==> src/rtl/mem_arbiter_if.sv <==
// Handshake bundle between the fetch/data requesters, mem_arbiter and the shared
// single-ported memory (1-cycle read latency).
interface mem_arbiter_if;
    logic        if_req;
    logic [31:0] if_addr;
    logic        if_gnt;
    logic        if_rvalid;
    logic [31:0] if_rdata;

    logic        d_req;
    logic        d_wen;
    logic [31:0] d_addr;
    logic [31:0] d_wdata;
    logic [2:0]  d_func3;
    logic        d_gnt;
    logic        d_rvalid;
    logic [31:0] d_rdata;

    logic        memory_wen;
    logic [31:0] memory_ra;
    logic [31:0] memory_wa;
    logic [31:0] memory_wd;
    logic [2:0]  memory_func3;
    logic [31:0] memory_rd;

    modport slave (
        input  if_req, if_addr, d_req, d_wen, d_addr, d_wdata, d_func3, memory_rd,
        output if_gnt, if_rvalid, if_rdata, d_gnt, d_rvalid, d_rdata,
               memory_wen, memory_ra, memory_wa, memory_wd, memory_func3
    );

    modport master (
        output if_req, if_addr, d_req, d_wen, d_addr, d_wdata, d_func3, memory_rd,
        input  if_gnt, if_rvalid, if_rdata, d_gnt, d_rvalid, d_rdata,
               memory_wen, memory_ra, memory_wa, memory_wd, memory_func3
    );
endinterface

==> src/rtl/mem_arbiter.sv <==
// Two-port (fetch/data) arbiter onto one memory port. Default: data priority with a
// fetch starvation limit; define ROUND_ROBIN_EN for round-robin arbitration instead.
module mem_arbiter #(
    parameter int unsigned STARVE_LIMIT = 4
) (
    input logic          clk,
    input logic          reset,
    mem_arbiter_if.slave bus
);
    typedef enum logic [1:0] {IDLE, RD_IF, RD_D, WR_D} state_t;

    state_t state;
    logic   pick_if;
    logic   gnt_if;
    logic   gnt_d;

`ifdef ROUND_ROBIN_EN
    typedef enum logic {LAST_IF, LAST_D} last_t;
    last_t last_win;

    always_comb pick_if = bus.if_req && (!bus.d_req || last_win == LAST_D);
`else
    localparam logic [2:0] LIMIT = 3'(STARVE_LIMIT);
    logic [2:0] starve;

    always_comb pick_if = bus.if_req && (!bus.d_req || starve == LIMIT);
`endif

    // Grants are masked during reset so every output is quiet while reset is high.
    assign gnt_if = !reset && pick_if;
    assign gnt_d  = !reset && bus.d_req && !pick_if;

    assign bus.if_gnt     = gnt_if;
    assign bus.d_gnt      = gnt_d;
    assign bus.memory_wen = gnt_d && bus.d_wen;

    always_comb begin
        bus.memory_ra    = '0;
        bus.memory_wa    = '0;
        bus.memory_wd    = '0;
        bus.memory_func3 = '0;
        if (gnt_if) begin
            bus.memory_ra    = bus.if_addr;
            bus.memory_wa    = bus.if_addr;
            bus.memory_func3 = 3'b010;
        end else if (gnt_d) begin
            bus.memory_ra    = bus.d_addr;
            bus.memory_wa    = bus.d_addr;
            bus.memory_wd    = bus.d_wdata;
            bus.memory_func3 = bus.d_func3;
        end
    end

    assign bus.if_rvalid = (state == RD_IF);
    assign bus.d_rvalid  = (state == RD_D);
    assign bus.if_rdata  = (state == RD_IF) ? bus.memory_rd : '0;
    assign bus.d_rdata   = (state == RD_D)  ? bus.memory_rd : '0;

    always_ff @(posedge clk or posedge reset) begin
        if (reset) begin
            state <= IDLE;
`ifdef ROUND_ROBIN_EN
            last_win <= LAST_D;
`else
            starve <= '0;
`endif
        end else begin
            if (gnt_if)
                state <= RD_IF;
            else if (gnt_d)
                state <= bus.d_wen ? WR_D : RD_D;
            else
                state <= IDLE;
`ifdef ROUND_ROBIN_EN
            if (gnt_if)
                last_win <= LAST_IF;
            else if (gnt_d)
                last_win <= LAST_D;
`else
            if (gnt_if || !bus.if_req)
                starve <= '0;
            else if (gnt_d && starve != LIMIT)
                starve <= starve + 3'd1;
`endif
        end
    end
endmodule
==> src/flat_wrapper.sv <==
// flat-port wrapper written by rule: the top's interface ports become plain ports
module mem_arbiter_flat 
#(
    parameter int unsigned STARVE_LIMIT = 4
)
  (clk, reset, bus_if_req, bus_if_addr, bus_d_req, bus_d_wen, bus_d_addr, bus_d_wdata, bus_d_func3, bus_memory_rd, bus_if_gnt, bus_if_rvalid, bus_if_rdata, bus_d_gnt, bus_d_rvalid, bus_d_rdata, bus_memory_wen, bus_memory_ra, bus_memory_wa, bus_memory_wd, bus_memory_func3);
  mem_arbiter_if bus_i ();
  input logic clk;
  input logic reset;
  input wire logic [$bits(bus_i.if_req)-1:0] bus_if_req;
  input wire logic [$bits(bus_i.if_addr)-1:0] bus_if_addr;
  input wire logic [$bits(bus_i.d_req)-1:0] bus_d_req;
  input wire logic [$bits(bus_i.d_wen)-1:0] bus_d_wen;
  input wire logic [$bits(bus_i.d_addr)-1:0] bus_d_addr;
  input wire logic [$bits(bus_i.d_wdata)-1:0] bus_d_wdata;
  input wire logic [$bits(bus_i.d_func3)-1:0] bus_d_func3;
  input wire logic [$bits(bus_i.memory_rd)-1:0] bus_memory_rd;
  output wire logic [$bits(bus_i.if_gnt)-1:0] bus_if_gnt;
  output wire logic [$bits(bus_i.if_rvalid)-1:0] bus_if_rvalid;
  output wire logic [$bits(bus_i.if_rdata)-1:0] bus_if_rdata;
  output wire logic [$bits(bus_i.d_gnt)-1:0] bus_d_gnt;
  output wire logic [$bits(bus_i.d_rvalid)-1:0] bus_d_rvalid;
  output wire logic [$bits(bus_i.d_rdata)-1:0] bus_d_rdata;
  output wire logic [$bits(bus_i.memory_wen)-1:0] bus_memory_wen;
  output wire logic [$bits(bus_i.memory_ra)-1:0] bus_memory_ra;
  output wire logic [$bits(bus_i.memory_wa)-1:0] bus_memory_wa;
  output wire logic [$bits(bus_i.memory_wd)-1:0] bus_memory_wd;
  output wire logic [$bits(bus_i.memory_func3)-1:0] bus_memory_func3;
  assign bus_i.if_req = bus_if_req;
  assign bus_i.if_addr = bus_if_addr;
  assign bus_i.d_req = bus_d_req;
  assign bus_i.d_wen = bus_d_wen;
  assign bus_i.d_addr = bus_d_addr;
  assign bus_i.d_wdata = bus_d_wdata;
  assign bus_i.d_func3 = bus_d_func3;
  assign bus_i.memory_rd = bus_memory_rd;
  assign bus_if_gnt = bus_i.if_gnt;
  assign bus_if_rvalid = bus_i.if_rvalid;
  assign bus_if_rdata = bus_i.if_rdata;
  assign bus_d_gnt = bus_i.d_gnt;
  assign bus_d_rvalid = bus_i.d_rvalid;
  assign bus_d_rdata = bus_i.d_rdata;
  assign bus_memory_wen = bus_i.memory_wen;
  assign bus_memory_ra = bus_i.memory_ra;
  assign bus_memory_wa = bus_i.memory_wa;
  assign bus_memory_wd = bus_i.memory_wd;
  assign bus_memory_func3 = bus_i.memory_func3;
  mem_arbiter #(.STARVE_LIMIT(STARVE_LIMIT)) u_core (.clk(clk), .reset(reset), .bus(bus_i));
endmodule
==> config.mk <==
export PLATFORM = sky130hd
export DESIGN_NAME = mem_arbiter_flat
export DESIGN_NICKNAME = d
export VERILOG_FILES = /design/src/rtl/mem_arbiter_if.sv /design/src/rtl/mem_arbiter.sv /design/src/flat_wrapper.sv
export SDC_FILE = /design/constraint.sdc
export NUM_CORES = 1
export LEC_CHECK = 0
export BUFFER_PORTS_ARGS = -buffer_cell sky130_fd_sc_hd__buf_2
export CELL_PAD_IN_SITES_DETAIL_PLACEMENT = 1
export CELL_PAD_IN_SITES_GLOBAL_PLACEMENT = 1
export CORE_AREA = 2 2 119 121
export CTS_BUF_LIST = sky130_fd_sc_hd__clkbuf_4
export CTS_CLUSTER_DIAMETER = 200
export DETAILED_ROUTE_END_ITERATION = 10
export DIE_AREA = 0 0 121 123
export GPL_ROUTABILITY_DRIVEN = 0
export GPL_TIMING_DRIVEN = 0
export PLACE_DENSITY = 0.66
export SYNTH_ARGS = -nofsm -noshare
export SYNTH_HDL_FRONTEND = slang
export SYNTH_SLANG_ARGS = --single-unit
==> constraint.sdc <==
create_clock -name clk -period 3.27 [get_ports clk]
set_input_delay 0.8175 -clock clk [delete_from_list [all_inputs] [get_ports clk]]
set_output_delay 0.8175 -clock clk [all_outputs]
set_load 0.01 [all_outputs]
**After elaboration in Yosys (flattened, before gate mapping)**

Index checks and enable logic that the tools add are counted.

- Output and inout bits: 168
- Input port bits: 136
- Logic and storage cells: 33
- Flip-flop bits (word level): 5

- Reduce and logical (&&, ||, !) cells: 13
- Mux-type cells: 13
- $add $sub $neg: 1
- Equal/unequal tests: 4

Operator list:

| operator | count |
|---|---|
| $mux W32 | 6 |
| $mux W3 | 4 |
| $logic_and A1 B1 Y1 | 6 |
| $logic_not A1 Y1 | 4 |
| $mux W2 | 2 |
| $add A3 B1 Y3 const B | 1 |
| $eq A3 B3 Y1 const B | 1 |
| $ne A3 B3 Y1 const B | 1 |
| $eq A2 B1 Y1 const B | 1 |
| $eq A2 B2 Y1 const B | 1 |
| $logic_or A1 B1 Y1 | 2 |
| $reduce_bool A2 Y1 | 1 |
| $mux W1 | 1 |

**Logic depth before layout (Yosys ltp)**

Gate-level depths: netlist of run 1.

- Depth after elaboration: 8
- Gate-level depth with buffers: 8
- Mapped depth without buffers: 5

**Least setup slack after synthesis of run 1**

Ideal clock, no wire load.

- Path type: input -> output
- From: input port bus_d_req
- To: output port bus_memory_wa[24]
- Buffers on the path: 2
- Stages on the path: 5
- Slack: 0.611 ns
- Required time: 2.453 ns
- Data arrival time: 1.841 ns
- Cells stage by stage: a21boi_2 -> nor3b_4 -> buf_6 -> a22o_1 -> buf_4

- Elaborated cells between the ends (all ways): 9
- Those cells by class: mux: 2; reduce/logical: 7

RTL lines:

| element | RTL line | source |
|---|---|---|
| from (decl) | flat_wrapper.sv:12 | `input wire logic [$bits(bus_i.d_req)-1:0] bus_d_req;` |
| $logic_not A1 Y1 | mem_arbiter.sv:26 | `always_comb pick_if = bus.if_req && (!bus.d_req \|\| starve == LIMIT);` |
| $logic_or A1 B1 Y1 | mem_arbiter.sv:26 |  |
| $logic_and A1 B1 Y1 | mem_arbiter.sv:26 |  |
| $logic_and A1 B1 Y1 | mem_arbiter.sv:30 | `assign gnt_if = !reset && pick_if;` |
| net bus_if_gnt | flat_wrapper.sv:18 | `output wire logic [$bits(bus_i.if_gnt)-1:0] bus_if_gnt;` |
| $mux W32 | - |  |
| to (decl) | flat_wrapper.sv:26 | `output wire logic [$bits(bus_i.memory_wa)-1:0] bus_memory_wa;` |

The timed path passes the listed nets, and every way through them passes these cells.

**Worst setup path in the final report of run 1**

- From: input port bus_d_req
- To: output port bus_memory_wa[18]

- Cells in the longest elaborated chain, start to end: 7
- Elaborated cells between the ends (all ways): 9
- Those cells by class: mux: 2; reduce/logical: 7

Ends and longest elaborated chain:

| element | RTL line | source |
|---|---|---|
| $logic_not A1 Y1 | mem_arbiter.sv:26 |  |
| $logic_or A1 B1 Y1 | mem_arbiter.sv:26 |  |
| $logic_and A1 B1 Y1 | mem_arbiter.sv:26 |  |
| $logic_not A1 Y1 | mem_arbiter.sv:31 | `assign gnt_d = !reset && bus.d_req && !pick_if;` |
| $logic_and A1 B1 Y1 | mem_arbiter.sv:31 |  |
| $mux W32 | mem_arbiter.sv:46 | `end else if (gnt_d) begin` |
| $mux W32 (*) | mem_arbiter.sv:42 | `if (gnt_if) begin` |

Every way passes the cells marked *; elsewhere a longest branch is shown, timed or not.

==> results of run 1 <==
==> layout by cell type (no fill, tap or decap), types with 3 or more instances in the layout <==
cell type  instances
buf_2            308
a21boi_1           3
buf_6              7
clkbuf_4           4
and3_1            35
dfrtp_1            5
a22o_1            32
clkbuf_1           8
nor2b_1            3
and2_1            65
buf_4             32
==> worst paths after layout <==
kind / slack [ns] / startpoint / cells after the start / to
max: 0.18 / bus_d_req / 7 / bus_memory_wa[18]
max reg2reg: 1.56 / u_core.starve[0] / 7 / u_core.state[0]
min in group clk: 0.59 / u_core.starve[1] / 2 / u_core.starve[1]
max in group asynchronous: 2.61 / reset / 2 / u_core.state[0]
min reg2reg: 0.59 / u_core.starve[1] / 2 / u_core.starve[1]
min: 0.51 / reset / 2 / u_core.starve[2]
==> sequential cells by signal (all words and copies together) (netlist names) <==
signal,flops
u_core.state,2
u_core.starve,3
==> through the flow <==
step	util (%)	total power [µW]
CTS	24.7	561
detailed placement	24.4	473
finish	24.7	552
floorplan	-	257
global route	24.7	593
global placement	24.4	463
==> Yosys cell counts, drive strengths merged <==
library cell / instances / area share, %
and2: 66 / 26
buf: 44 / 22
and3: 35 / 14
a22o: 32 / 18
clkbuf: 8 / 1.9
dfrtp: 5 / 7.9
a21boi: 4 / 2.1
inv: 3 / 0.71
nand3: 3 / 1.3
nor2b: 3 / 1.2
a21o: 2 / 0.95
ha: 2 / 1.6
nand2: 2 / 0.47
nor3b: 2 / 1.7
nand3b: 1 / 0.47
o21ai: 1 / 0.32
==> logic make-up after synthesis <==
family | Yosys count | share of synthesized area (%)
AO/OA/AOI/OAI | 39 | 21.1
adder cells (fa/ha/maj) | 2 | 1.58
buffers and inverters | 55 | 24.3
AND/OR/NAND/NOR | 112 | 45.1
flip-flops | 5 | 7.90
==> area by class of cell <==
type / instances / area [µm²]
buffer: 52 / 374
clock buffer: 4 / 30.0
fill: 1770 / 10300
inverter: 3 / 11.3
multi-input combinational: 153 / 1070
sequential: 5 / 125
tap: 180 / 225
timing repair buffer: 303 / 1520
==> per-layer routing <==
metal | up-vias | share of wire [%] | GRT usage, %
li1 | 1315 | - | -
met1 | 1279 | 37 | 14.3
met5 | - | 0 | 0
met2 | 151 | 55 | 24.1
met4 | 0 | 0.33 | 1.74
met3 | 6 | 7.4 | 2.40
==> power breakdown <==
| group | internal [µW] | switching (µW) | leakage, µW |
|---|---|---|---|
| Combinational | 206 | 196 | 0.00222 |
| Sequential | 64.4 | 1.56 | 0.0000671 |
| Clock | 54.7 | 29.2 | 0.0000184 |
==> impl_metrics.csv, run 1 <==
group,metric,value,unit
floorplanning,fp.dieArea,0.0149,mm²
sta,finClkSkew,0.00495,ns
critical_path,slowest_stage,"nor3b_4",
global_routing,globalRouteOverflowTotal,0,
power,static-leakage-power,0.00231,µW
cts,insertion_delay,0.25,ns
critical_path,worstSetupPathType,"in2out",
flow_run,max-cap-violations,0,
synth,ys.warnings.count,0,
place,post_placement_cell_count,696,
route,remaining_drc_errors,0,
sta,tightest_slew,0.493,ns
sta,timing.slew.headroom,67.1,%
synth,postSynthCellCount,213,
route,detail_route.iter0.violations,78,
sta,achievable_freq,324,MHz
sta,setup_repair_after_global_routing_missed_its_margin,"no",
critical_path,cp_num_buf_inv,4,
global_routing,via_count_of_the_first_global_routing_pass,2655,
floorplanning,rows,43,
cts,cts_htree_levels,1,
synth,synth.yosys.seq_area_share,7.90,%
synth,synth_cell_type_count,23,
route,drt_wl_total,10.5,mm
finish,antenna-diode-count,0,
critical_path,path_max_fanout,10,
place,detailedPlacementHpwl,9.26,mm
cts,clk_pin_slew,0.05,ns
sta,period_share,94.4,%
sta,postLayoutSetupSlackWorst,0.184,ns
route,avgRoutedWirePerCell,15.0,µm
route,route.vias.total,2751,
critical_path,crit_arrival,2.27,ns
outcome,status,"complete, no violations",
synth,syn_area_per_cell,7.44,µm²
critical_path,timing.critical_path.cells,"buf_2 > a21boi_2 > nor3b_4 > buf_6 > a22o_1 > buf_4 > buf_2",
floorplanning,die_width,121,µm
power,power_density_of_the_placed_cells,164,mW/mm²
sta,final_hold_viol_count,0,
finish,layout-drive-gt1-share,68.5,%
sta,timing.final.crit_period,3.09,ns
synth,postSynthRegisterBits,5,
cts,cts_setup_buffers,0,
cts,root_buffer,"clkbuf_4",
cts,cts_inserted_buffers,3,
finish,stdcell_area,0.00336,mm²
finish,final_nets,659,
place,buffers_added_on_ports,303,
floorplanning,initial_core_util,11.6,%
finish,final_cells,700,
global_routing,grt_pass1_wl,14.4,mm
global_routing,grt_util_all_layers,12.4,%
sta,final-max-slew-violation-count,0,
sta,fin_worst_hold_slack,0.514,ns
synth,synthesis.area,0.00158,mm²
place,placement.setup.worst_slack,0.147,ns
route,via_per_inst,3.93,
floorplanning,placeableCoreArea,0.0136,mm²
critical_path,crit_path_start_kind,"primary input",
critical_path,cp_data_required_time,2.45,ns
global_routing,number_of_antenna_violations_at_the_first_check_in_global_routing,0,
sta,setup-tns-final,0,ns
cts,cts.repair.resized,0,
critical_path,cp_common_cell,"buf_2",
sta,setup_violations,0,
critical_path,crit_family,"buffers and inverters",
synth,postSynthNetCount,351,
floorplanning,design.portCount,304,
route,first_pass_iters,4,
global_routing,grt_max_degree,11,
route,route.antenna.remaining_nets,0,
power,max-vdd-ir-drop,0.0000557,V
floorplanning,die_height,123,µm
cts,post_cts_hold_buffer_count,0,
cts,tritoncts_num_sinks,5,
hold_path,worstHoldPathType,"in2async",
finish,layout-area-overhead-vs-synth,112,%
place,detailed_place.area,0.00333,mm²
cts,clock_path_buffers,2,
critical_path,timing.critical_path.slowest_cell_delay,0.45,ns
cts,tritoncts,"done",
critical_path,cp-end-kind,"primary output",
(Power assumes the default switching activity.)
==> inputs of run 2 (changes only) <==
--- a/config.mk
+++ b/config.mk
@@ -14,7 +14,8 @@
 export DETAILED_ROUTE_END_ITERATION = 10
 export DIE_AREA = 0 0 121 123
 export GPL_ROUTABILITY_DRIVEN = 0
-export GPL_TIMING_DRIVEN = 0
+export GPL_TIMING_DRIVEN = 1
+export MAX_ROUTING_LAYER = met4
 export PLACE_DENSITY = 0.66
 export SYNTH_ARGS = -nofsm -noshare
 export SYNTH_HDL_FRONTEND = slang
==> impl_metrics.csv, run 2 (same netlist as run 1, synthesis figures left out) <==
group,metric,value,unit
global_routing,globalRouteOverflowTotal,0,
cts,cts.repair.resized,0,
global_routing,number_of_antenna_violations_at_the_first_check_in_global_routing,0,
finish,layout-drive-gt1-share,67.7,%
cts,clk_pin_slew,0.05,ns
finish,top_register,"u_core.starve",
sta,setup_repair_after_global_routing_missed_its_margin,"no",
floorplanning,die_height,123,µm
route,avgRoutedWirePerCell,14.7,µm
critical_path,cp_data_required_time,2.45,ns
critical_path,cp_common_cell,"buf_2",
finish,final_core_util,22.2,%
route,first_pass_iters,4,
route,route.antenna.remaining_nets,0,
cts,insertion_delay,0.24,ns
cts,cts_inserted_buffers,3,
place,detailedPlacementHpwl,8.31,mm
cts,tritoncts,"done",
route,drt_wl_total,9.58,mm
sta,setup_violations,0,
route,detail_route.iter0.violations,87,
hold_path,worstHoldPathType,"in2async",
sta,period_share,87.9,%
critical_path,crit_arrival,2.06,ns
cts,tritoncts_num_sinks,5,
sta,final_hold_viol_count,0,
global_routing,via_count_of_the_first_global_routing_pass,2364,
cts,clock_path_buffers,2,
critical_path,slowest_stage,"buf_4",
floorplanning,design.portCount,304,
floorplanning,rows,43,
cts,cts_setup_buffers,0,
outcome,status,"complete, no violations",
critical_path,path_max_fanout,35,
critical_path,crit_path_start_kind,"primary input",
critical_path,cp-end-kind,"primary output",
finish,layout.cells.most_common_list,"buf_2, and2_1, and3_1",
finish,final_nets,612,
sta,setup-tns-final,0,ns
finish,layout-area-overhead-vs-synth,91.1,%
critical_path,worstSetupPathType,"in2out",
global_routing,grt_util_all_layers,11.4,%
route,remaining_drc_errors,0,
finish,fillCellCount,1772,
finish,mostFrequentLayoutCell,"buf_2",
finish,antenna-diode-count,0,
sta,achievable_freq,348,MHz
finish,register_area,125,µm²
cts,cts_htree_levels,1,
sta,timing.slew.headroom,74.5,%
place,buffers_added_on_ports,303,
power,max-vdd-ir-drop,0.0000668,V
cts,root_buffer,"clkbuf_4",
finish,multi_input_area,0.00108,mm²
floorplanning,fp.dieArea,0.0149,mm²
floorplanning,die_width,121,µm
critical_path,timing.critical_path.cells,"buf_2 > a21boi_2 > nor3b_4 > buf_4 > a22o_1 > buf_2",
flow_run,max-cap-violations,0,
finish,biggestRegsByFlops,"u_core.starve (3), u_core.state (2)",
global_routing,grt_max_degree,39,
sta,tightest_slew,0.382,ns
floorplanning,initial_core_util,11.6,%
sta,finClkSkew,0.00250,ns
floorplanning,placeableCoreArea,0.0136,mm²
sta,final-max-slew-violation-count,0,
cts,post_cts_hold_buffer_count,0,
route,via_per_inst,3.91,
power,power_density_of_the_placed_cells,166,mW/mm²
route,route.vias.total,2555,
sta,timing.final.crit_period,2.87,ns
power,static-leakage-power,0.00209,µW
finish,largest_reg_flops,3,
critical_path,timing.critical_path.slowest_cell_delay,0.36,ns
global_routing,grt_pass1_wl,13.0,mm
-- run 2: changes by cell type in the layout (fill, tap and decap cells not counted), sizes merged --
| cell | change |
|---|---|
| buf | -39 |
| clkbuf | -8 |
-- run 2: cell type report --
class	instances	area share [%]
timing repair buffer	308	51.3
multi-input combinational	153	35.7
tap	180	7.44
sequential	5	4.13
clock buffer	4	0.992
inverter	3	0.372
-- run 2: metal layers --
metal,GRT usage (%),part of all wire [%]
met5,-,0
met4,1.16,0.39
met3,1.61,7.8
met2,20.9,54
met1,13.6,37
-- run 2: critical path, delay by kind of cell --
kind	cells	cell delay [ns]
buf+inv	3	0.62
compound gates	2	0.43
simple gates	1	0.17
-- run 2: path summary, 6_finish.rpt --
| kind | end | cells past startpoint | slack, ns | startpoint |
|---|---|---|---|---|
| min in group clk | u_core.starve[0] | 2 | 0.56 | u_core.starve[0] |
| hold / removal | u_core.starve[0] | 2 | 0.53 | reset |
| setup reg to reg | u_core.state[0] | 6 | 1.71 | u_core.starve[0] |
| setup / recovery | bus_memory_wa[29] | 6 | 0.40 | bus_d_req |
| max in group asynchronous | u_core.state[1] | 2 | 2.59 | reset |
| hold reg to reg | u_core.starve[0] | 2 | 0.56 | u_core.starve[0] |
-- run 2: metrics by stage --
stage	hold slack, ns	worst slack, ns	instances	power [µW]	cell area, µm²
after global placement	0.543	0.452	649	417	3000
after CTS	0.526	0.389	653	509	3030
after floorplan	0.521	0.611	213	257	1580
after detailed placement	0.553	0.398	649	424	3000
final	0.534	0.397	653	501	3030
after global routing	0.533	0.237	653	543	3030
-- run 2: power by group --
part	internal (µW)	total, µW	leakage [µW]	switching (µW)
sequential	64.5	66.1	0.0000671	1.66
clock	54.5	81.1	0.0000184	26.6
combinational	172	354	0.00201	182
total	291	501	0.00209	210
